`src/rtl/apb_timer8.sv`:
```
// rtl/apb_timer8.sv - 8-bit up/down timer with prescaled count clock and APB register access
// Registers: TDR 0x00, TCR 0x01, TSR 0x02 (write-0-to-clear flags), TCNT 0x03 (read-only).
module apb_timer8 #(
   parameter int ADDR_WIDTH = 8,
   parameter int DATA_WIDTH = 8
) (
   input  logic                  PCLK,
   input  logic                  PRESET_n,
   input  logic                  PSEL,
   input  logic                  PWRITE,
   input  logic                  PENABLE,
   input  logic [ADDR_WIDTH-1:0] PADDR,
   input  logic [DATA_WIDTH-1:0] PWDATA,
   output logic [DATA_WIDTH-1:0] PRDATA,
   output logic                  PREADY,
   output logic                  PSLVERR,
   output logic                  TMR_OVF,
   output logic                  TMR_URF
);

   localparam logic [ADDR_WIDTH-1:0] A_TDR  = ADDR_WIDTH'(0);
   localparam logic [ADDR_WIDTH-1:0] A_TCR  = ADDR_WIDTH'(1);
   localparam logic [ADDR_WIDTH-1:0] A_TSR  = ADDR_WIDTH'(2);
   localparam logic [ADDR_WIDTH-1:0] A_TCNT = ADDR_WIDTH'(3);
   // Implemented TCR bits: Load[7], Up/Dw[5], En[4], Cks[1:0]
   localparam logic [DATA_WIDTH-1:0] TCR_MASK = DATA_WIDTH'(8'hB3);

   logic [DATA_WIDTH-1:0] tdr;
   logic [DATA_WIDTH-1:0] tcr;
   logic [DATA_WIDTH-1:0] tcnt;
   logic [1:0]            tsr;
   logic [1:0]            tsr_next;
   logic [3:0]            presc;
   logic                  clk_prev;

   logic hit_tdr, hit_tcr, hit_tsr, hit_tcnt;
   logic access, invalid, wr_en;
   logic tcr_load, tcr_down, tcr_en;
   logic [1:0] tcr_cks;
   logic sel_clk, cnt_evt, counting, ovf_set, udf_set;

   assign tcr_load = tcr[7];
   assign tcr_down = tcr[5];
   assign tcr_en   = tcr[4];
   assign tcr_cks  = tcr[1:0];

   assign hit_tdr  = (PADDR == A_TDR);
   assign hit_tcr  = (PADDR == A_TCR);
   assign hit_tsr  = (PADDR == A_TSR);
   assign hit_tcnt = (PADDR == A_TCNT);

   // TCNT is readable but not writable, so the valid set differs by direction
   assign invalid = PWRITE ? !(hit_tdr | hit_tcr | hit_tsr)
                           : !(hit_tdr | hit_tcr | hit_tsr | hit_tcnt);
   assign access  = PSEL & PENABLE;
   assign wr_en   = access & PWRITE & !invalid;

   assign PREADY  = access;
   assign PSLVERR = access & invalid;
   assign TMR_OVF = tsr[0];
   assign TMR_URF = tsr[1];

   always_comb begin
      PRDATA = '0;
      if (PSEL && !PWRITE) begin
         case (1'b1)
            hit_tdr:  PRDATA = tdr;
            hit_tcr:  PRDATA = tcr;
            hit_tsr:  PRDATA = DATA_WIDTH'(tsr);
            hit_tcnt: PRDATA = tcnt;
            default:  PRDATA = '0;
         endcase
      end
   end

   assign sel_clk  = presc[tcr_cks];
   assign cnt_evt  = sel_clk & ~clk_prev;
   assign counting = !tcr_load & tcr_en & cnt_evt;
   assign ovf_set  = counting & !tcr_down & (tcnt == '1);
   assign udf_set  = counting &  tcr_down & (tcnt == '0);

   // Software clear is applied first so a same-cycle hardware set wins
   always_comb begin
      tsr_next = tsr;
      if (wr_en && hit_tsr)
         tsr_next = tsr & PWDATA[1:0];
      tsr_next = tsr_next | {udf_set, ovf_set};
   end

   always_ff @(posedge PCLK) begin
      if (PRESET_n) begin
         tdr      <= '0;
         tcr      <= '0;
         tsr      <= '0;
         tcnt     <= '0;
         presc    <= '0;
         clk_prev <= 1'b0;
      end else begin
         presc    <= presc + 4'd1;
         clk_prev <= sel_clk;
         tsr      <= tsr_next;
         if (wr_en && hit_tdr)
            tdr <= PWDATA;
         if (wr_en && hit_tcr)
            tcr <= PWDATA & TCR_MASK;
         if (tcr_load)
            tcnt <= tdr;
         else if (counting)
            tcnt <= tcr_down ? tcnt - 1'b1 : tcnt + 1'b1;
      end
   end

endmodule

```
`config.mk`:
```
export PLATFORM = sky130hd
export DESIGN_NAME = apb_timer8
export DESIGN_NICKNAME = d
export VERILOG_FILES = /design/src/rtl/apb_timer8.sv
export SDC_FILE = /design/constraint.sdc
export NUM_CORES = 1
export LEC_CHECK = 0
export CAP_MARGIN = 20
export CORE_AREA = 4 4 70 72
export DETAILED_ROUTE_END_ITERATION = 8
export DIE_AREA = 0 0 74 76
export DONT_BUFFER_PORTS = 1
export SETUP_SLACK_MARGIN = 0.5
export SLEW_MARGIN = 20
export SYNTH_ARGS = -nofsm -noshare
export SYNTH_HDL_FRONTEND = slang
export SYNTH_SLANG_ARGS = --single-unit
```
`constraint.sdc`:
```
create_clock -name PCLK -period 3.3 [get_ports PCLK]
set_input_delay 0.66 -clock PCLK [delete_from_list [all_inputs] [get_ports PCLK]]
set_output_delay 0.66 -clock PCLK [all_outputs]
set_load 0.05 [all_outputs]
```
==> summary.md, run 1 <==
| Metric | Value |
|---|---|
| Worst setup path class | input port to output pin |
| Layout Nets | 223 |
| Post-synthesis compound-gate area fraction | 20.0% |
| Ranking of synthesized cells by area | dfxtp_1 (33%), mux2i_1 (7.7%), ha_1 (5.2%) |
| CTS tree | yes |
| Worst reg2reg path depth | 6 |
| Ys flop type | dfxtp_1 |
| TritonCTS Buffers | 3 |
| Startpoint Class | input port |
| Post-route DRC | 0 |
| Max cap viols | 0 |
| R2r endpoint | tcnt[4]$_SDFFE_PP0P_ |
| Met2 Usage GRT | 25.8% |
| Yosys cell types | 50 |
| Met1 GRT Util | 20.7% |
| Syn Nets | 215 |
| Start point of the worst hold path | PRESET_n |
| Main combinational cell family by area after synthesis | simple AND/OR/NAND/NOR gates |
| Clk_lat worst skew | 0.29 ns |
| P&R area growth vs syn | 10.7% |
| Critical Path RT | 2.64 ns |
| Post-synth ARST share | 0% |
| DP HPWL | 3150 um |
| Post-Synth Adder-Cell Area | 6.40% |
| Final Setup Violations | 0 |
| Slew of the pin with the lowest slew margin | 0.598 ns |
| Slew Limit Fails | 0 |
| FP Rows | 24 |
| Detailed-route via count | 1,429 |
| Drt wl/cell | 16.9 um |
| LEAKAGE | 0.783 nW |
| FF-to-FF Start | tcr[5]$_SDFFE_PP0P_ |
| Commonest non-fill, non-tap cells in the layout | dfxtp_1 (28), nor2_1 (22), nand2_1 (16) |
| DR vias/cell | 5.83 |
| Buffer count from post-CTS setup fixing | 0 |
| First-pass GRT wire length | 7110 um |
| Die ar. | 0.00562 mm2 |
| Yosys warnings | 0 |
| Core area | 0.00429 mm2 |
| Setup Skew | 0.0126 ns |
| Die X-Extent | 74 um |
| Seq/Total Area, Yosys | 33.4% |
| CP Data Arrival Time | 1.94 ns |
| GRT Max-Usage Layer | met2 |
| Post-route ant nets | 0 |
| Share of layout cells above drive strength 1 | 13.0% |
| Cells after Synth | 186 |
| Clk sinks | 28 |
| Worst setup EP type | output pin |
| Congestion Overflow GR | 0 |
| Tot Pwr | 0.644 mW |
| Multiplexer share of the synthesized area | 13.1% |
| Simple logic cell fraction of the synthesized area | 22.3% |
| Clock transition at the registers of the reported paths | 0.10 ns |
| Antenna violations before repair | 0 |
| PwrDens | 346 mW/mm2 |
| Commonest non-fill, non-tap cell in the layout | dfxtp_1 |
| Hold Fails Final Rpt | 0 |
| Placed cell areas | 0.00179 mm2 |
| Fin crit share | 78.7% |
| Total Routing Usage GR | 15.7% |
| Hold path endpoint | tcnt[3]$_SDFFE_PP0P_ |
| Synth Register Bits | 28 |
| Die Height | 76 um |
| PostCTS Resize Cnt | 0 |
| Vias in the first global route | 1,484 |
| Worst reg-to-reg setup slack | 1.13 ns |
| IO Pins | 33 |
| Rel. slew slack | 60.0% |
| Syn_area_per_cell | 9.03 um2 |
| Fin crit period | 2.60 ns |
| Worst Hold Depth | 1 |
| Leading area contributor after synthesis | dfxtp_1 |
| H-tree depth | 1 |
| Drt total wl | 4150 um |
| CP max FO | 8 |
| VDD IR max | 0.000285 V |
| Pin count of the biggest net entering global routing | 31 |
| Number of flops mapped to enable cells by yosys | 0 |
| RSZ-0062 raised after global routing | no |
| Status | completed |
| Final instance area | 0.00186 mm2 |
| Fmax | 385 MHz |
| Global-route met3 utilization | 3.30% |
| Post-Syn Area | 0.00168 mm2 |
| IO buf count | 0 |
| CTS Hold Buffers Added | 0 |
| Share of the synthesized area in the top cell type | 33.4% |
| Bufs on Longest Clock Path | 2 |
| DR iter-0 viols | 92 |
| Final GP Congestion | 0.920 |
| Starting Density | 39.1% |
| Hold WC Path Type | input port to register |
| Diodes inserted | 0 |
| First-pass iteration count of the detailed router | 5 |
| Setup TNS | 0 ns |
| Clk root buf | clkbuf_8 |
| Fraction of synthesized cell area in xor and xnor cells | 2.08% |
==> worst max path at each step <==
stage | start | cells after the start | slack [ns] | end
final | PADDR[7] | 4 | 0.70 | PRDATA[3]
after global routing | PADDR[7] | 4 | 0.59 | PRDATA[2]
after CTS | PADDR[7] | 4 | 0.70 | PRDATA[3]
after detailed placement | PADDR[7] | 4 | 0.71 | PRDATA[3]
after global placement | PADDR[7] | 4 | 0.74 | PRDATA[6]
after floorplan | PADDR[7] | 3 | 0.51 | PRDATA[2]
==> cell usage after synthesis (all sizes together) (3+ instances only) <==
| cell | instances |
|---|---|
| o21ai | 4 |
| dfxtp | 28 |
| a22oi | 6 |
| nor2 | 22 |
| inv | 6 |
| nand2 | 17 |
| clkbuf | 4 |
| a21oi | 11 |
| ha | 7 |
| a31oi | 3 |
| nand3 | 6 |
| nand4 | 5 |
| nor2b | 6 |
| mux4 | 3 |
| mux2i | 13 |
| nor4 | 4 |
==> per-stage QoR <==
| stage | hold WS [ns] | setup WS (ns) | std cells | util, % |
|---|---|---|---|---|
| floorplan | 0.427 | 0.508 | 186 | - |
| global route | 0.421 | 0.586 | 245 | 43.3 |
| finish | 0.430 | 0.702 | 245 | 43.3 |
| detailed placement | 0.459 | 0.708 | 241 | 41.7 |
| global placement | 0.440 | 0.742 | 241 | 41.7 |
| CTS | 0.426 | 0.705 | 245 | 43.3 |
==> cell families (layout without fill, tap and decap cells) <==
logic type / Yosys count / in the layout
adders and majority gates: 8 / 8
and+or+nand+nor: 71 / 71
AOI/OAI and AO/OA: 45 / 45
muxes: 18 / 18
DFF: 28 / 28
buffers and inverters: 12 / 19
xor gates and xnor gates: 4 / 4
==> cell type report <==
type / count / area [um2]
fill: 426 / 2430
multi-input combinational: 146 / 1070
sequential: 28 / 561
timing repair buffer: 9 / 67.6
tap: 52 / 65.1
clock buffer: 3 / 41.3
clock inverter: 1 / 30.0
inverter: 6 / 22.5
==> layer usage <==
layer  share of wire, %  vias up
li1                   -      712
met1                 46      671
met2                 48       40
met3                5.3        6
met4               0.87        0
met5                  0        -
==> where the power goes <==
part / switching, mW / leakage (nW) / internal [mW]
sequential: 0.00314 / 0.226 / 0.341
combinational: 0.0143 / 0.521 / 0.0102
clock: 0.112 / 0.0357 / 0.163
total: 0.130 / 0.783 / 0.514
==> worst max-delay path, cell delays in order <==
cell and delay, ns:
nor4_4 0.36, nand4b_1 0.42, a21oi_1 0.26, buf_4 0.23
==> sequential cells by signal, indices dropped and copies added, names as in the netlist <==
name,cells
tsr,2
clk_prev,1
presc,4
tcr,5
tdr,8
tcnt,8
Power figures use the tool's default switching activity.
==> run 2: changes to the inputs <==
==> constraint.sdc (replaced) <==
create_clock -name PCLK -period 2.2 [get_ports PCLK]
set_input_delay 0.44 -clock PCLK [delete_from_list [all_inputs] [get_ports PCLK]]
set_output_delay 0.44 -clock PCLK [all_outputs]
set_load 0.05 [all_outputs]
==> run 2 against run 1 <==
Compared with the run above: clock skew decreased by 0.0098 ns; core utilization up 8.9 points; non-clock buffer count increased by 21; register-to-register slack worse by 0.70 ns; critical path type is now register to output pin; highest routed layer unchanged.
==> summary.md, run 2 (same netlist as run 1, synthesis figures left out) <==
| Metric | Value |
|---|---|
| Commonest non-fill, non-tap cells in the layout | dfxtp_1 (19), nor2_1 (18), buf_4 (16) |
| Fin crit share | 86.1% |
| H-tree depth | 1 |
| Die Height | 76 um |
| Int Power | 0.724 mW |
| Drt total wl | 5050 um |
| DR vias/cell | 5.99 |
| TritonCTS Buffers | 3 |
| IO buf count | 0 |
| Max cap viols | 0 |
| P&R area growth vs syn | 33.6% |
| FP Rows | 24 |
| Setup WS pre-CTS | 0.336 ns |
| DR iter-0 viols | 112 |
| DP HPWL | 3410 um |
| Die ar. | 0.00562 mm2 |
| Congestion Overflow GR | 0 |
| CP max FO | 2 |
| Post-route ant nets | 0 |
| Detailed-route via count | 1,593 |
| First-pass GRT wire length | 8300 um |
| Fillers | 392 |
| Pin count of the biggest net entering global routing | 31 |
| Area of the multi-input gates | 0.00121 mm2 |
| Final GP Congestion | 0.914 |
| Reg area | 584 um2 |
| Final Setup Violations | 0 |
| CP Data Arrival Time | 1.45 ns |
| Clock transition at the registers of the reported paths | 0.10 ns |
| Bufs on Longest Clock Path | 2 |
| First-pass iteration count of the detailed router | 4 |
| PnR worst setup slack | 0.306 ns |
| Status | completed |
| Fmax | 528 MHz |
| Critical Path RT | 1.76 ns |
| Diodes inserted | 0 |
| RSZ-0062 raised after global routing | yes |
| Rel. slew slack | 70.0% |
| Switching power | 0.192 mW |
| LEAKAGE | 0.914 nW |
| CTS tree | yes |
| Setup Skew | 0.00283 ns |
| Vias in the first global route | 1,663 |
| Post-route DRC | 0 |
| Sw frac | 21.0% |
| Fin crit period | 1.89 ns |
| Drt wl/cell | 19.0 um |
| Worst setup EP type | output pin |
| Slew of the pin with the lowest slew margin | 0.447 ns |
| IO Pins | 33 |
| Clk_lat worst skew | 0.27 ns |
| Commonest non-fill, non-tap cell in the layout | dfxtp_1 |
| Seq pwr share | 55.7% |
| Clock group share of total power | 39.4% |
| Total Routing Usage GR | 18.5% |
| Starting Density | 39.1% |
| Hold Fails Final Rpt | 0 |
| Core area | 0.00429 mm2 |
| Layout Nets | 244 |
| Antenna violations before repair | 0 |
| Startpoint Class | register |
| Clk root buf | clkbuf_8 |
| Hold WC Path Type | input port to register |
| PwrDens | 408 mW/mm2 |
| Share of layout cells above drive strength 1 | 37.4% |
| Hold_ws | 0.214 ns |
| VDD IR max | 0.000326 V |
| Comb pwr share | 4.9% |
| Slew Limit Fails | 0 |
| Die X-Extent | 74 um |
| Setup TNS | 0 ns |
| Worst setup path class | register to output pin |
| Top Registers | tcnt x8, tdr x8, tcr x5 |
| CTS Hold Buffers Added | 0 |
| Clk sinks | 28 |
run 2: cell types whose count changed in the layout (fill, tap and decap cells not counted), moves of 3 or more:
cell / before / now
a22oi_2: 0 / 4
buf_4: 9 / 16
dfxtp_4: 0 / 5
dfxtp_2: 0 / 4
nor2b_1: 6 / 3
a22oi_1: 6 / 2
a21oi_2: 0 / 3
dfxtp_1: 28 / 19
ha_4: 0 / 4
nor2_2: 0 / 4
ha_1: 7 / 2
nor2_1: 22 / 18
a21oi_1: 10 / 7
buf_6: 0 / 12
run 2: path summary, 6_finish.rpt:
kind	slack (ns)	end	from	cells past startpoint
worst max-delay path	0.31	PRDATA[0]	tcnt[0]$_SDFFE_PP0P_	4
worst min register to register	0.48	presc[0]$_SDFF_PP0_	presc[0]$_SDFF_PP0_	1
worst max register to register	0.43	tcnt[6]$_SDFFE_PP0P_	tcr[5]$_SDFFE_PP0P_	6
worst min-delay path	0.21	tcnt[3]$_SDFFE_PP0P_	PRESET_n	1
run 2: critical path, stage by stage, from the launching register on:
cell     delay [ns]
dfxtp_2        0.34
buf_6          0.11
mux4_2         0.45
nor2b_4        0.14
buf_8          0.14
run 2: what timing repair did:
item / in CTS / in global routing
pin swaps: 10 / 9
buffers inserted: 8 / 7
gates resized for setup: 34 / 16
cloned: 0 / 0
endpoints found under the setup margin: 12 / 15
run 2: cell type report:
class / count / share of cell area [%]
multi-input combinational: 146 / 54.0
timing repair buffer: 30 / 12.9
inverter: 6 / 1.23
clock buffer: 4 / 2.95
tap: 52 / 2.90
sequential: 28 / 26.0
run 2: layer usage:
| layer | up-vias | part of all wire, % | track usage [%] |
|---|---|---|---|
| met2 | 64 | 51 | 30.8 |
| met4 | 0 | 0.75 | 4.35 |
| met3 | 6 | 6.5 | 3.96 |
| met5 | - | 0 | 0 |
| met1 | 772 | 41 | 23.9 |
| li1 | 751 | - | - |
run 2: power groups by stage:
stage | clock [mW] | combinational, mW | sequential [mW]
after CTS | 0.369 | 0.0409 | 0.513
after floorplan | 0 | 0.0420 | 0.526
after global routing | 0.386 | 0.0484 | 0.511
final | 0.361 | 0.0447 | 0.510
after global placement | 0 | 0.0380 | 0.527
after detailed placement | 0 | 0.0393 | 0.527
run 2: through the flow:
step                cells  total power, mW  utilization (%)  cell area (um2)
floorplan             186            0.568                -             1720
detailed placement    247            0.567             43.6             1870
global route          266            0.946             52.3             2240
global placement      247            0.565             43.6             1870
finish                266            0.916             52.3             2240
CTS                   259            0.923             49.2             2110
==> run 3: changes to the inputs <==
--- a/config.mk
+++ b/config.mk
@@ -11,7 +11,6 @@
 export DIE_AREA = 0 0 74 76
 export DONT_BUFFER_PORTS = 1
 export SETUP_SLACK_MARGIN = 0.5
-export SLEW_MARGIN = 20
 export SYNTH_ARGS = -nofsm -noshare
 export SYNTH_HDL_FRONTEND = slang
 export SYNTH_SLANG_ARGS = --single-unit
==> results of run 3 <==
No change in the layout: final DEF, timing and power equal those of run 2.
